[config.mk]
export PLATFORM = sky130hd
export DESIGN_NAME = rr_lock_arbiter_flat
export DESIGN_NICKNAME = d
export VERILOG_FILES = /design/src/rtl/rr_lock_arbiter_if.sv /design/src/rtl/rr_lock_arbiter.sv /design/src/flat_wrapper.sv
export SDC_FILE = /design/constraint.sdc
export NUM_CORES = 1
export LEC_CHECK = 0
export CAP_MARGIN = 20
export CELL_PAD_IN_SITES_DETAIL_PLACEMENT = 1
export CELL_PAD_IN_SITES_GLOBAL_PLACEMENT = 1
export CORE_MARGIN = 3
export CORE_UTILIZATION = 40
export DETAILED_ROUTE_END_ITERATION = 16
export GPL_TIMING_DRIVEN = 0
export PLACE_DENSITY_LB_ADDON = 0.1
export SLEW_MARGIN = 20
export SYNTH_ARGS = -nofsm -noshare
export SYNTH_HDL_FRONTEND = slang
export SYNTH_SLANG_ARGS = --single-unit
[constraint.sdc]
create_clock -name clk -period 2.3 [get_ports clk]
set_clock_uncertainty 0.05 [all_clocks]
set_input_delay 0.345 -clock clk [delete_from_list [all_inputs] [get_ports clk]]
set_output_delay 0.345 -clock clk [all_outputs]
set_load 0.02 [all_outputs]
[src/rtl/rr_lock_arbiter_if.sv]
`default_nettype none
// ============================================================================
// Module      : rr_lock_arbiter_if
// Description : Request/release/grant bundle between requesters and arbiter.
// Revision    : 1.0 - initial release
// ============================================================================
interface rr_lock_arbiter_if;
    logic [2:0] req;
    logic [2:0] rel;
    logic [2:0] gnt;
    logic       busy;
    logic       timeout_err;
    logic       state_err;

    modport master (
        output req,
        output rel,
        input  gnt,
        input  busy,
        input  timeout_err,
        input  state_err
    );

    modport slave (
        input  req,
        input  rel,
        output gnt,
        output busy,
        output timeout_err,
        output state_err
    );
endinterface
`default_nettype wire

[src/rtl/rr_lock_arbiter.sv]
`default_nettype none
// ============================================================================
// Module      : rr_lock_arbiter
// Description : Three-way round-robin lock arbiter with hold limit and
//               release gap; all outputs registered.
// Revision    : 1.0 - initial release
// ============================================================================
module rr_lock_arbiter #(
    parameter int MAX_HOLD = 8
) (
    input  logic               clk,
    input  logic               rst_n,
    rr_lock_arbiter_if.slave   bus
);

    localparam logic [1:0] c_IDLE      = 2'b00;
    localparam logic [1:0] c_GRANT     = 2'b01;
    localparam logic [1:0] c_RELEASE   = 2'b10;
    localparam logic [7:0] c_HOLD_LAST = 8'(MAX_HOLD - 1);

    logic [1:0] r_state;
    logic [2:0] r_gnt;
    logic       r_busy;
    logic       r_timeout_err;
    logic       r_state_err;
    logic [7:0] r_hold_cnt;
    logic [1:0] r_owner;
    logic [1:0] r_last;

    logic [1:0] w_cand1;
    logic [1:0] w_cand2;
    logic [1:0] w_winner;
    logic       w_release;

    function automatic logic [2:0] f_onehot(input logic [1:0] idx);
        case (idx)
            2'd0:    f_onehot = 3'b001;
            2'd1:    f_onehot = 3'b010;
            2'd2:    f_onehot = 3'b100;
            default: f_onehot = 3'b000;
        endcase
    endfunction

    function automatic logic [1:0] f_next(input logic [1:0] idx);
        f_next = (idx == 2'd2) ? 2'd0 : idx + 2'd1;
    endfunction

    // Search order last+1, last+2, last; r_gnt is the owner's one-hot mask in GRANT.
    always_comb begin
        w_cand1 = f_next(r_last);
        w_cand2 = f_next(w_cand1);
        if (|(bus.req & f_onehot(w_cand1))) begin
            w_winner = w_cand1;
        end else if (|(bus.req & f_onehot(w_cand2))) begin
            w_winner = w_cand2;
        end else begin
            w_winner = r_last;
        end
        w_release = (|(bus.rel & r_gnt)) || !(|(bus.req & r_gnt));
    end

    always_ff @(posedge clk or negedge rst_n) begin
        if (!rst_n) begin
            r_state       <= c_IDLE;
            r_gnt         <= 3'b000;
            r_busy        <= 1'b0;
            r_timeout_err <= 1'b0;
            r_state_err   <= 1'b0;
            r_hold_cnt    <= 8'd0;
            r_owner       <= 2'd0;
            r_last        <= 2'd2;
        end else begin
            r_timeout_err <= 1'b0;
            case (r_state)
                c_IDLE: begin
                    if (|bus.req) begin
                        r_owner    <= w_winner;
                        r_gnt      <= f_onehot(w_winner);
                        r_hold_cnt <= 8'd0;
                        r_busy     <= 1'b1;
                        r_state    <= c_GRANT;
                    end
                end
                c_GRANT: begin
                    r_hold_cnt <= r_hold_cnt + 8'd1;
                    // A release coinciding with the hold limit is a normal release.
                    if (w_release) begin
                        r_gnt   <= 3'b000;
                        r_state <= c_RELEASE;
                    end else if (r_hold_cnt == c_HOLD_LAST) begin
                        r_gnt         <= 3'b000;
                        r_timeout_err <= 1'b1;
                        r_state       <= c_RELEASE;
                    end
                end
                c_RELEASE: begin
                    r_last  <= r_owner;
                    r_gnt   <= 3'b000;
                    r_busy  <= 1'b0;
                    r_state <= c_IDLE;
                end
                default: begin
                    r_gnt       <= 3'b000;
                    r_busy      <= 1'b0;
                    r_state_err <= 1'b1;
                    r_state     <= c_IDLE;
                end
            endcase
        end
    end

    assign bus.gnt         = r_gnt;
    assign bus.busy        = r_busy;
    assign bus.timeout_err = r_timeout_err;
    assign bus.state_err   = r_state_err;

endmodule
`default_nettype wire

[src/flat_wrapper.sv]
// flat-port wrapper written by rule: the top's interface ports become plain ports
module rr_lock_arbiter_flat 
#(
    parameter int MAX_HOLD = 8
)
  (clk, rst_n, bus_req, bus_rel, bus_gnt, bus_busy, bus_timeout_err, bus_state_err);
  rr_lock_arbiter_if bus_i ();
  input  logic clk;
  input  logic rst_n;
  input wire logic [$bits(bus_i.req)-1:0] bus_req;
  input wire logic [$bits(bus_i.rel)-1:0] bus_rel;
  output wire logic [$bits(bus_i.gnt)-1:0] bus_gnt;
  output wire logic [$bits(bus_i.busy)-1:0] bus_busy;
  output wire logic [$bits(bus_i.timeout_err)-1:0] bus_timeout_err;
  output wire logic [$bits(bus_i.state_err)-1:0] bus_state_err;
  assign bus_i.req = bus_req;
  assign bus_i.rel = bus_rel;
  assign bus_gnt = bus_i.gnt;
  assign bus_busy = bus_i.busy;
  assign bus_timeout_err = bus_i.timeout_err;
  assign bus_state_err = bus_i.state_err;
  rr_lock_arbiter #(.MAX_HOLD(MAX_HOLD)) u_core (.clk(clk), .rst_n(rst_n), .bus(bus_i));
endmodule
==> summary.md <==
| Metric | Value |
|---|---|
| Status | finished clean |
| Setup violators final | 0 |
| 1st-pass router iterations | 4 |
| CTS tree | built |
| Crit path launch type | input pin |
| ANT cells | 0 |
| Max clock buf depth | 2 |
| Sequential area share after synthesis | 0.521 |
| Total track usage | 0.175 |
| Crit-path cells | clkdlybuf4s50_1, nor3_1, nor3_1, and3_1, o2bb2ai_1 |
| Switching fraction of total power | 0.400 |
| Cell variety after synth | 30 |
| Placement Rows | 17 |
| Drt initial violations | 22 |
| Post CTS Setup Buffer Count | 0 |
| Mapped Cells | 96 |
| Vias post-DR | 797 |
| Post-Synth Adder-Cell Area | 0.0130 |
| Nets | 123 |
| Worst path required time | 2.50 ns |
| Logic pwr share | 0.393 |
| YS warnings | 0 |
| Synth Area in Compound Gates | 0.143 |
| Syn avg cell area | 10.0 µm² |
| First-pass GRT wire length | 3.65 mm |
| Internal power | 779 µW |
| # IOs | 14 |
| Hold Fails Final Rpt | 0 |
| Crit-path most repeated cell | nor3_1 |
| Max Freq | 525 MHz |
| Synth top area share | 0.494 |
| # Max-Cap Violations | 0 |
| CP max stage cell | nor3_1 |
| IO buf count | 13 |
| CTS H-tree depth | 1 |
| Post-DRT Antenna Nets | 0 |
| Worst hold path class | reg2reg |
| Maximum vdd drop | 566 µV |
| Wire per inst | 16.4 µm |
| GRT Residual Overflow | 0 |
| CP Max Fanout | 7 |
| Num CTS Buffers | 3 |
| Post-synth top cells | dfrtp_1 (19), nand2_1 (14), nor2_1 (8) |
| Clock Power Share | 0.166 |
| Number of synthesized flops with an enable pin | 0 |
| DRC | 0 |
| Initial cell density of the core | 0.427 |
| RSZ-0062 raised after global routing | no |
| Commonest register cell after synthesis | dfrtp_1 |
| Final Wtd Congestion | 0.735 |
| Most frequent cell after synthesis | dfrtp_1 |
| Critical Path Max Stage Delay | 0.61 ns |
| Number of hold buffers added after CTS | 0 |
| Post-CTS sizing | 0 |
| Synth Net Count | 105 |
| Proportion of layout cells with a drive suffix above 1 | 0.0973 |
| Simple-Gate Fraction of Synth Area | 0.212 |
| Cell Pwr Density | 1120 mW/mm² |
| Largest family of logic cells by synthesized area | simple AND/OR/NAND/NOR gates |
| Layout area overhead | 20.9% |
| XOR/XNOR Fraction of Synth Area | 0.00909 |
| Slew headroom | 0.397 |
| Chip width | 55.1 µm |
| Number of synthesized register bits | 20 |
| Min cycle time layout | 1.91 ns |
| Slew of the pin with the lowest slew margin | 0.901 ns |
| Final WL | 2.31 mm |
| CTS root buffer | clkbuf_4 |
| Cell area after synthesis | 963 µm² |
| Clk sinks | 20 |
| Largest net degree at the start of global routing | 21 |
| Endpoint class of the critical path | flip-flop |
| Top post-synthesis cells by area | dfrtp_1 (49%), nand2_1 (5.5%), mux2i_1 (5.2%), o21ai_0 (3.6%), nor2_1 (3.1%) |
| Mux cell area share after synthesis | 0.0753 |
| Hold WS | 0.437 ns |
| Via density | 5.65 |
| Die height | 55.1 µm |
| Max-slew violation count | 0 |
| Post-route setup TNS | 0 ns |
| Final HPWL DP | 1.73 mm |
| Seq pwr share | 0.441 |
| WP data arrival | 2.10 ns |
| Critical path class | in2reg |
| Vias in the first global route | 786 |
| Clk_lat worst skew | 0.31 ns |
| Post-synth top area cell | dfrtp_1 |
| FFs w/ async S/R, synth | 1.00 |
| Initial antenna violation count | 0 |
| Core Area | 0.00225 mm² |
| Pleak | 0.500 nW |
| Die area | 0.00303 mm² |
| Psw | 519 µW |
| Worst-path clk slew | 0.13 ns |
| Final period utilization | 0.829 |
kinds of logic after synthesis:
family          Yosys count
simple gates             41
flops                    20
compound gates           19
buf+inv                   7
mux                       7
xor+xnor                  1
fa+ha+maj                 1
cell usage in the layout, fill, tap and decap left out, types with 2 or more instances in the layout:
master           synthesis  final
o21ai_0                  7      7
nor3_1                   4      4
inv_1                    5      5
mux2_2                   2      2
nand2_1                 14     14
nand3_1                  4      4
mux2i_1                  5      5
a21o_1                   2      2
dfrtp_1                 19     19
nor2b_1                  3      3
clkbuf_4                 0      3
a21oi_1                  2      2
clkbuf_1                 2      2
o2bb2ai_1                2      2
clkdlybuf4s50_1          0     13
nor2_1                   8      8
nand2b_1                 2      2
worst paths after layout:
| path | end | start | slack (ns) | depth (start not counted) |
|---|---|---|---|---|
| worst min-delay path | u_core.bus.state_err | u_core.bus.state_err | 0.44 | 1 |
| max in group asynchronous | u_core.r_state[1] | rst_n | 1.17 | 1 |
| worst max register to register | u_core.bus.gnt[1] | u_core.r_hold_cnt[5] | 0.41 | 4 |
| worst max-delay path | u_core.bus.gnt[0] | bus_req[1] | 0.39 | 5 |
| worst min register to register | u_core.bus.state_err | u_core.bus.state_err | 0.44 | 1 |
| min in group asynchronous | u_core.r_owner[0] | rst_n | 0.48 | 1 |
flip-flops by register name (all words and copies together), names as in the netlist:
register / flops
u_core.bus.busy: 1
u_core.bus.gnt: 3
u_core.bus.state_err: 1
u_core.bus.timeout_err: 1
u_core.r_hold_cnt: 8
u_core.r_last: 2
u_core.r_owner: 2
u_core.r_state: 2
critical path: cells and delay by family:
family          cells  cell delay, ns
compound gates      1            0.13
buf+inv             1            0.57
simple gates        3            1.05
power groups by stage:
stage	combinational [mW]	clock, mW	sequential [mW]
final	0.510	0.216	0.573
after floorplan	0.304	0	0.588
after CTS	0.522	0.221	0.571
after global placement	0.491	0	0.573
after global routing	0.574	0.237	0.587
after detailed placement	0.519	0	0.579
per-stage QoR:
stage	total power [mW]	utilization	setup slack [ns]	cells	cell area [µm²]
finish	1.30	0.517	0.394	141	1160
global route	1.40	0.517	0.319	141	1160
CTS	1.31	0.517	0.396	141	1160
detailed placement	1.10	0.501	0.0679	137	1130
global placement	1.06	0.501	0.164	137	1130
floorplan	0.892	-	0.549	96	963
area by class of cell:
class / count / area [µm²]
fill: 279 / 1090
inverter: 5 / 18.8
buffer: 2 / 7.51
multi-input combinational: 69 / 435
timing repair buffer: 13 / 130
sequential: 20 / 502
tap: 28 / 35.0
clock buffer: 4 / 36.3
routing by layer:
| metal | global-route usage | part of all wire | up-vias |
|---|---|---|---|
| met5 | 0 | 0 | - |
| met4 | 0.0972 | 0.019 | 0 |
| met3 | 0.0241 | 0.028 | 4 |
| met2 | 0.283 | 0.50 | 12 |
| met1 | 0.224 | 0.45 | 406 |
| li1 | - | - | 375 |
No activity file was read; power rests on OpenSTA's default activity.
